<file path="src/rtl/vga_pkg.sv">
// Shared types, default 640x480@60 timing constants and the line/frame
// length helper used by the VGA timing generator and its axis counters.
package vga_pkg;

    // Phase of one axis (horizontal or vertical) within a line or frame.
    typedef enum logic [1:0] {
        ACTIVE = 2'd0,
        FP     = 2'd1,
        SYNC   = 2'd2,
        BP     = 2'd3
    } axis_state_t;

    // Default 640x480@60 timing (25.175 MHz pixel tick).
    localparam int H_ACTIVE_DEF = 640;
    localparam int H_FP_DEF     = 16;
    localparam int H_SYNC_DEF   = 96;
    localparam int H_BP_DEF     = 48;
    localparam int V_ACTIVE_DEF = 480;
    localparam int V_FP_DEF     = 10;
    localparam int V_SYNC_DEF   = 2;
    localparam int V_BP_DEF     = 33;
    localparam int CNT_W_DEF    = 11;

    // Positions per line (or lines per frame); callers size it to CNT_W.
    function automatic int total(input int active, input int fp,
                                 input int sync, input int bp);
        return active + fp + sync + bp;
    endfunction

endpackage

</file>
<file path="src/rtl/vga_axis.sv">
// One timing axis: position counter plus ACTIVE->FP->SYNC->BP phase FSM.
// Ports:
//   clk_i, rst_ni - clock, asynchronous active-low reset
//   step_i        - advance one position on this edge
//   pos_o         - registered position, 0..TOTAL-1
//   state_o       - phase the axis enters on this edge (current phase when
//                   step_i=0), so the owner can register a decode of it
//   wrap_o        - combinational, high when step_i and pos_o = TOTAL-1
module vga_axis #(
    parameter int ACTIVE = vga_pkg::H_ACTIVE_DEF,
    parameter int FP     = vga_pkg::H_FP_DEF,
    parameter int SYNC   = vga_pkg::H_SYNC_DEF,
    parameter int BP     = vga_pkg::H_BP_DEF,
    parameter int CNT_W  = vga_pkg::CNT_W_DEF
) (
    input  logic                 clk_i,
    input  logic                 rst_ni,
    input  logic                 step_i,
    output logic [CNT_W-1:0]     pos_o,
    output vga_pkg::axis_state_t state_o,
    output logic                 wrap_o
);

    // Parameter names shadow the enum literals, so literals are qualified.
    localparam int TOTAL = vga_pkg::total(ACTIVE, FP, SYNC, BP);
    localparam logic [CNT_W-1:0] LAST       = CNT_W'(TOTAL - 1);
    localparam logic [CNT_W-1:0] FP_START   = CNT_W'(ACTIVE);
    localparam logic [CNT_W-1:0] SYNC_START = CNT_W'(ACTIVE + FP);
    localparam logic [CNT_W-1:0] BP_START   = CNT_W'(ACTIVE + FP + SYNC);

    if (ACTIVE < 1 || SYNC < 1) begin : g_bad_len
        $error("vga_axis: ACTIVE and SYNC must both be at least 1");
    end

    vga_pkg::axis_state_t state;
    vga_pkg::axis_state_t state_next;
    logic [CNT_W-1:0]     pos_next;

    assign wrap_o  = step_i && (pos_o == LAST);
    assign state_o = state_next;

    // NOTE: every always_comb output gets a default first so no path leaves it unassigned (no latch).
    always_comb begin
        pos_next = pos_o;
        if (step_i) begin
            pos_next = wrap_o ? '0 : pos_o + CNT_W'(1);
        end
    end

    // Boundaries are tested on pos_next so the phase changes on the same
    // edge as the position that enters it. Zero-length porches are skipped
    // by jumping straight to the following phase.
    always_comb begin
        state_next = state;
        if (step_i) begin
            case (state)
                vga_pkg::ACTIVE: begin
                    if (pos_next == FP_START) begin
                        state_next = (FP != 0) ? vga_pkg::FP : vga_pkg::SYNC;
                    end
                end
                vga_pkg::FP: begin
                    if (pos_next == SYNC_START) state_next = vga_pkg::SYNC;
                end
                vga_pkg::SYNC: begin
                    // BP_START equals TOTAL when BP=0 and may alias 0, so guard it.
                    if (BP != 0 && pos_next == BP_START) state_next = vga_pkg::BP;
                    else if (wrap_o)                     state_next = vga_pkg::ACTIVE;
                end
                default: begin
                    if (wrap_o) state_next = vga_pkg::ACTIVE;
                end
            endcase
        end
    end

    // NOTE: sequential state uses non-blocking assignments so all registers update together.
    always_ff @(posedge clk_i or negedge rst_ni) begin
        if (!rst_ni) begin
            pos_o <= LAST;
            state <= vga_pkg::BP;
        end else begin
            pos_o <= pos_next;
            state <= state_next;
        end
    end

endmodule

</file>
<file path="src/rtl/vga_timing_gen.sv">
// Parametrised VGA timing generator: horizontal and vertical axis counters
// with registered sync, data-enable and line/frame start pulses.
// Ports:
//   clk_i, rst_ni  - clock, asynchronous active-low reset
//   en_i           - pixel tick; everything advances only when high
//   hs_o, vs_o     - syncs, asserted level HS_POL / VS_POL
//   de_o           - high when both axes are in ACTIVE
//   x_o, y_o       - current position
//   line_start_o   - high while x=0; frame_start_o - high while x=0, y=0
module vga_timing_gen
    import vga_pkg::*;
#(
    parameter int   H_ACTIVE = H_ACTIVE_DEF,
    parameter int   H_FP     = H_FP_DEF,
    parameter int   H_SYNC   = H_SYNC_DEF,
    parameter int   H_BP     = H_BP_DEF,
    parameter int   V_ACTIVE = V_ACTIVE_DEF,
    parameter int   V_FP     = V_FP_DEF,
    parameter int   V_SYNC   = V_SYNC_DEF,
    parameter int   V_BP     = V_BP_DEF,
    parameter logic HS_POL   = 1'b0,
    parameter logic VS_POL   = 1'b0,
    parameter int   CNT_W    = CNT_W_DEF
) (
    input  logic             clk_i,
    input  logic             rst_ni,
    input  logic             en_i,
    output logic             hs_o,
    output logic             vs_o,
    output logic             de_o,
    output logic [CNT_W-1:0] x_o,
    output logic [CNT_W-1:0] y_o,
    output logic             line_start_o,
    output logic             frame_start_o
);

    localparam int H_TOTAL = total(H_ACTIVE, H_FP, H_SYNC, H_BP);
    localparam int V_TOTAL = total(V_ACTIVE, V_FP, V_SYNC, V_BP);

    if (H_TOTAL > (1 << CNT_W) || V_TOTAL > (1 << CNT_W)) begin : g_bad_width
        $error("vga_timing_gen: CNT_W too narrow for H_TOTAL or V_TOTAL");
    end

    logic [CNT_W-1:0] h_pos;
    logic [CNT_W-1:0] v_pos;
    axis_state_t      h_state_next;
    axis_state_t      v_state_next;
    logic             h_wrap;
    logic             v_wrap;

    vga_axis #(
        .ACTIVE(H_ACTIVE), .FP(H_FP), .SYNC(H_SYNC), .BP(H_BP), .CNT_W(CNT_W)
    ) u_h_axis (
        .clk_i  (clk_i),
        .rst_ni (rst_ni),
        .step_i (en_i),
        .pos_o  (h_pos),
        .state_o(h_state_next),
        .wrap_o (h_wrap)
    );

    // The vertical axis only moves on the horizontal wrap, so a combined
    // wrap at (H_TOTAL-1, V_TOTAL-1) lands on (0,0) in one edge.
    vga_axis #(
        .ACTIVE(V_ACTIVE), .FP(V_FP), .SYNC(V_SYNC), .BP(V_BP), .CNT_W(CNT_W)
    ) u_v_axis (
        .clk_i  (clk_i),
        .rst_ni (rst_ni),
        .step_i (h_wrap),
        .pos_o  (v_pos),
        .state_o(v_state_next),
        .wrap_o (v_wrap)
    );

    assign x_o = h_pos;
    assign y_o = v_pos;

    // Flags are registered from the axes' next phase/wrap so they change on
    // the same edge as x/y. A wrap is exactly "next position is 0".
    always_ff @(posedge clk_i or negedge rst_ni) begin
        if (!rst_ni) begin
            hs_o          <= ~HS_POL;
            vs_o          <= ~VS_POL;
            de_o          <= 1'b0;
            line_start_o  <= 1'b0;
            frame_start_o <= 1'b0;
        end else if (en_i) begin
            hs_o          <= (h_state_next == SYNC) ? HS_POL : ~HS_POL;
            vs_o          <= (v_state_next == SYNC) ? VS_POL : ~VS_POL;
            de_o          <= (h_state_next == ACTIVE) && (v_state_next == ACTIVE);
            line_start_o  <= h_wrap;
            frame_start_o <= v_wrap;
        end
    end

endmodule
</file>
<file path="config.mk">
export PLATFORM = sky130hd
export DESIGN_NAME = vga_timing_gen
export DESIGN_NICKNAME = d
export VERILOG_FILES = /design/src/rtl/vga_pkg.sv /design/src/rtl/vga_axis.sv /design/src/rtl/vga_timing_gen.sv
export SDC_FILE = /design/constraint.sdc
export NUM_CORES = 1
export LEC_CHECK = 0
export CORE_ASPECT_RATIO = 2
export CORE_MARGIN = 2
export CORE_UTILIZATION = 48
export DETAILED_ROUTE_END_ITERATION = 8
export PLACE_DENSITY_LB_ADDON = 0.25
export SLEW_MARGIN = 10
export SYNTH_ARGS = -nofsm -noshare
export SYNTH_HDL_FRONTEND = slang
export SYNTH_HIERARCHICAL = 1
export SYNTH_SLANG_ARGS = --single-unit
</file>
<file path="constraint.sdc">
create_clock -name clk_i -period 3.95 [get_ports clk_i]
set_input_delay 0.9875 -clock clk_i [delete_from_list [all_inputs] [get_ports clk_i]]
set_output_delay 0.9875 -clock clk_i [all_outputs]
set_load 0.05 [all_outputs]
</file>
Word-level counts from Yosys, hierarchy flattened
Cells that the tools add are included.
Storage, ports and cells
  register bits after elaboration: 31
  input bits: 3
  output and inout port bits: 27
  logic and storage cells: 50
Operators by class
  add/sub/neg operators: 2
  equality and inequality tests: 14
  multiplexer cells: 18
  reduce and logical (&&, ||, !) cells: 7
Operators with widths (count)
  $eq 11x10->1 const B: 5
  $mux 11: 4
  $eq 11x9->1 const B: 3
  $add 11x1->11 const B: 2
  $mux 2: 10
  $pmux 2 s3: 2
  $eq 2x2->1 const B: 4
  $logic_not 2->1: 4
  $eq 2x1->1 const B: 2
  $logic_and 1x1->1: 3
  $mux 1: 2

Depth between registers and ports, before layout
  depth in word-level cells: 11
  mapped depth: 13
  depth with buffers taken out: 11

By module
Netlist, hierarchy kept.
By module, submodules not included
  vga_axis at u_h_axis: instances 1, cells an instance 100, area an instance 887.1 µm², seq. area each 336.6 µm²
  vga_axis at u_v_axis: instances 1, cells an instance 80, area an instance 807.0 µm², seq. area each 331.6 µm²
  vga_timing_gen: instances 1, cells an instance 16, area an instance 224.0 µm², seq. area each 127.6 µm²

Worst setup path before layout
OpenSTA, ideal clock, no wires.
  path type: register to register
  start point: reg u_h_axis.pos_o[6]
  end point: reg de_o
  library setup time: 0.066 ns
  arrival: 3.939 ns
  required time: 3.884 ns
  slack: -0.055 ns
  cell stages (with the launch flop): 13
  buffers on the path: 2
  period minus slack after synthesis: 4.005 ns
  path through: dfrtp_1 -> buf_4 -> or4b_4 -> or4_4 -> inv_1 -> buf_6 -> nand4_2 -> xor2_1 -> or4b_1 -> or4_4 -> o211a_1 -> nor4_2 -> mux2_4
Between the ends
  cells in the longest elaborated chain, start to end: 11
  elaborated cells on any way between the ends: 29
  those cells by class: 1 x add/sub; 7 x eq/ne; 16 x mux; 5 x reduce/logical
RTL lines
  start: declaration: line vga_axis.sv:19  | output logic [CNT_W-1:0] pos_o,
  start signal: assignment: line vga_axis.sv:83  | pos_o <= pos_next;
  $eq 11x10->1 *: line vga_axis.sv:39  | assign wrap_o = step_i && (pos_o == LAST);
  $logic_and 1x1->1 *: line vga_axis.sv:39
  net h_wrap: line vga_timing_gen.sv:48  | logic h_wrap;
  $logic_and 1x1->1: line vga_axis.sv:39
  $mux 11: line vga_axis.sv:46  | pos_next = wrap_o ? '0 : pos_o + CNT_W'(1);
  $mux 11: line vga_axis.sv:45  | if (step_i) begin
  $eq 11x9->1, on equally long branches: line vga_axis.sv:67, vga_axis.sv:58, vga_axis.sv:63
  $mux 2, on equally long branches: line vga_axis.sv:67, vga_axis.sv:58, vga_axis.sv:63
  $pmux 2 s3: line vga_axis.sv:56  | case (state)
  $mux 2 *: line vga_axis.sv:55  | if (step_i) begin
  net v_state_next[0]: line vga_timing_gen.sv:47  | axis_state_t v_state_next;
  $logic_not 2->1 *: line vga_timing_gen.sv:90  | de_o <= (h_state_next == ACTIVE) && (v_state_next == ACTIVE);
  $logic_and 1x1->1 *: line vga_timing_gen.sv:90
  end signal: assignment: line vga_timing_gen.sv:90
  end: declaration: line vga_timing_gen.sv:30  | output logic de_o,
Mark *: on every way through the listed nets, which the timed path passes. The rest lies on a longest branch.
A chain may end at the register's enable or synchronous reset.

Worst setup path after layout
  start point: in en_i
  end point: reg de_o
Between the ends
  cells in the longest elaborated chain, start to end: 10
  elaborated cells on any way between the ends: 27
  those cells by class: 6 x eq/ne; 16 x mux; 5 x reduce/logical
RTL lines
  start: declaration: line vga_timing_gen.sv:27  | input logic en_i,
  $logic_and 1x1->1 *: line vga_axis.sv:39
  net h_wrap: line vga_timing_gen.sv:48
  $logic_and 1x1->1: line vga_axis.sv:39
  $mux 11: line vga_axis.sv:46
  $mux 11: line vga_axis.sv:45
  $eq 11x9->1, on equally long branches: line vga_axis.sv:67, vga_axis.sv:58, vga_axis.sv:63
  $mux 2, on equally long branches: line vga_axis.sv:67, vga_axis.sv:58, vga_axis.sv:63
  $pmux 2 s3: line vga_axis.sv:56
  $mux 2 *: line vga_axis.sv:55
  net v_state_next[0]: line vga_timing_gen.sv:47
  $logic_not 2->1 *: line vga_timing_gen.sv:90
  $logic_and 1x1->1 *: line vga_timing_gen.sv:90
Marks and branches as above.

==> qor.csv <==
stage,metric,value,unit
clock_network,cts_buffers,5,
worst_hold_path,min_path_cells,2,
cells_and_area,n_antenna_cell,0,
timing,clock.fmax,264,MHz
critical_path,rr_worst_depth,10,
worst_hold_path,holdPathEnd,vs_o,
route,top_layer,met4,
global_routing,antenna_found_initial,0,
worst_hold_path,hp-start,vs_o,
global_routing,grt_usage,21.6,%
critical_path,crit_required,4.17,ns
route,wl_per_cell,15.7,um
timing,setup_tns,0,ns
clock_network,ctsHoldBuffers,0,
route,routed_wl,4620,um
global_routing,gr-total-overflow,0,
floorplanning,dieArea,4550,sq um
power_and_ir_drop,pwr-share-seq,40.6,%
floorplanning,io_pins,30,
critical_path,critPathArrivalTime,4.01,ns
power_and_ir_drop,power_frac_clock,23.2,%
critical_path,path_class,in2reg,
clock_network,htreeDepth,2,
place,dp.cells,286,
timing,drv_slew,0,
route,wl_met3,109,um
clock_network,insertion_delay,0.28,ns
clock_network,cts_root_buf,clkbuf_8,
timing,post-route-period-util,95.8,%
yosys,seq_area_frac_synth,41.5,%
place,post-dp-hpwl,3480,um
route,drtIter0Drc,39,
critical_path,cp-end-kind,register,
yosys,synth_edf_count,0,
power_and_ir_drop,power.total,1.08,mW
route,dr.pass1.iters,4,
yosys,synthDistinctLibCells,59,
power_and_ir_drop,p_leak,1.01,nW
clock_network,clock_path_buffers,2,
place,port_buffers,29,
floorplanning,start_util,49.9,%
power_and_ir_drop,p_per_area,443,nW/um^2
critical_path,r2r_start,u_h_axis/pos_o[8],
place,gp_congestion,0.822,
global_routing,grt_max_degree,22,
yosys,ys.flop_type,dfstp_2,
power_and_ir_drop,power_switching,419,uW
route,viasPerCell,5.72,
yosys,ys_ff_latch,31,
floorplanning,die_x,48.7,um
route,drtAntennaViolNets,0,
critical_path,regToRegSetupSlack,0.36,ns
route,vias,1687,
status,status,completed,
power_and_ir_drop,combPwrFrac,36.2,%
yosys,synth.net_count,202,
floorplanning,rows,32,
power_and_ir_drop,peakVddDrop,0.000447,V
timing,hold_viol_final,0,
timing,period_needed,3.78,ns
job,cap_violations,0,
floorplanning,fp.dieH,93.4,um
timing,tightest_slew,0.971,ns
route,remaining_drc_errors,0,
critical_path,crit_path_max_fanout,6,
yosys,netlist_instances,196,
clock_network,clkTransAtPathRegs,0.07,ns
yosys,async_flop_share,100,%
cells_and_area,instances_no_fill,295,
route,met1_length,1780,um
route,wl_met2,2570,um
floorplanning,coreArea,3840,sq um
power_and_ir_drop,p_int,664,uW
critical_path,r2r-end,de_o,
cells_and_area,fin_nets,249,
power_and_ir_drop,switching_share,38.7,%
timing,slew_headroom,35.1,%
global_routing,grt_pass1_vias,1677,
yosys,yosysWarnings,6,
timing,setup_viol,0,
yosys,syn_area,1920,sq um
worst_hold_path,hp-class,reg2reg,
yosys,syn_avg_cell_area,9.79,sq um
clock_network,cts.sinks,31,
clock_network,cts_tree,built,
cells_and_area,synthToLayoutAreaGrowth,27.5,%
critical_path,start_kind,input pin,
cells_and_area,drive_gt1_share,26.6,%
timing,skew,0.00891,ns
global_routing,grt_pass1_wl,7630,um
==> through the flow <==
step	area (sq um)	utilization, %	worst slack, ns	hold slack [ns]
after CTS	2440	63.4	0.114	0.514
final	2450	63.6	0.165	0.505
after floorplan	1920	-	0.0123	0.515
after global routing	2450	63.6	-0.00499	0.533
after detailed placement	2350	61.1	-0.172	0.504
after global placement	2350	61.1	-0.0967	0.480
==> Yosys cell counts (2+ instances only) <==
cell type  instances  area, sq um
inv_1             13         48.8
a21oi_1            7         35.0
nand2_1           16         60.1
nand4bb_1          2         22.5
and2_1             3         18.8
o21ai_0            4         20.0
ha_1               3         37.5
dfstp_2           16          420
o22ai_1            3         18.8
nand3_1            4         20.0
nor2_1            17         63.8
clkbuf_1           2         7.51
nand4_1            9         56.3
xor2_1             5         43.8
or4_4              2         22.5
dfrtp_1           15          375
nor3_1             5         25.0
o31ai_1            4         30.0
mux2i_1            3         30.0
xnor2_1            9         78.8
or4_1              2         15.0
buf_4              2         15.0
mux2_4             3         45.0
buf_2              2         10.0
and4_1             3         26.3
buf_6              4         45.0
a31oi_1            6         37.5
==> routing by layer <==
metal  global-route usage (%)  vias to the layer above
met1                     21.9                      829
li1                         -                      811
met3                     2.08                       11
met2                     41.4                       36
met4                     12.6                        0
met5                        0                        -
==> worst max-delay path, cell delays in order <==
cell and delay (ns):
clkdlybuf4s50_1 0.47, nand4_1 0.15, or4_4 0.46, inv_2 0.11, nand4_2 0.11, xor2_1 0.17
or4b_1 0.52, or4_4 0.44, o211a_1 0.15, nor4_2 0.26, mux2_4 0.17
==> how the worst max path moves through the flow <==
stage	from	endpoint	slack [ns]	depth (start not counted)
final	en_i	de_o	0.17	11
after global routing	en_i	de_o	-0.005	11
after CTS	en_i	de_o	0.11	11
after detailed placement	en_i	de_o	-0.17	11
after global placement	en_i	de_o	-0.1	11
after floorplan	u_h_axis/pos_o[8]	de_o	0.01	11
==> flip-flops by register name, indices dropped and copies added, names as in the netlist <==
signal / cells
u_h_axis/state: 2
u_h_axis/pos_o: 11
frame_start_o: 1
de_o: 1
vs_o: 1
u_v_axis/pos_o: 11
u_v_axis/state: 2
line_start_o: 1
hs_o: 1
==> layout by cell type, fill, tap and decap left out, drive strengths merged, types with 5 or more instances in the layout <==
master / instances
clkdlybuf4s50: 29
buf: 21
nor2: 17
dfstp: 16
nand2: 16
dfrtp: 15
inv: 13
nand4: 10
xnor2: 9
a21oi: 7
clkbuf: 7
a31oi: 6
nor3: 6
xor2: 5
o21ai: 5
==> cells by family after synthesis <==
group           after synthesis  synth area share, %
mux                           7                 4.50
flops                        31                 41.5
compound gates               37                 13.8
xor+xnor                     14                 6.39
fa+ha+maj                     3                 1.96
buf+inv                      23                 6.59
simple gates                 81                 25.3
==> power by group through the flow <==
stage | sequential [mW] | clock (mW) | combinational, mW
after global placement | 0.446 | 0 | 0.381
final | 0.440 | 0.251 | 0.392
after floorplan | 0.531 | 0 | 0.173
after global routing | 0.450 | 0.272 | 0.412
after detailed placement | 0.444 | 0 | 0.386
after CTS | 0.441 | 0.259 | 0.387
==> timing repair <==
item | CTS | global route
gates resized for setup | 0 | 1
setup endpoints to repair | 0 | 1
setup buffers | 0 | 1
==> area by class of cell <==
class	instances	area (sq um)
Fill cell	368	1400
Timing Repair Buffer	50	448
Multi-Input combinational cell	142	996
Clock buffer	7	86.3
Sequential cell	31	798
Clock inverter	1	5.00
Inverter	13	48.8
Tap cell	51	63.8
No activity file was read; power rests on OpenSTA's default activity.
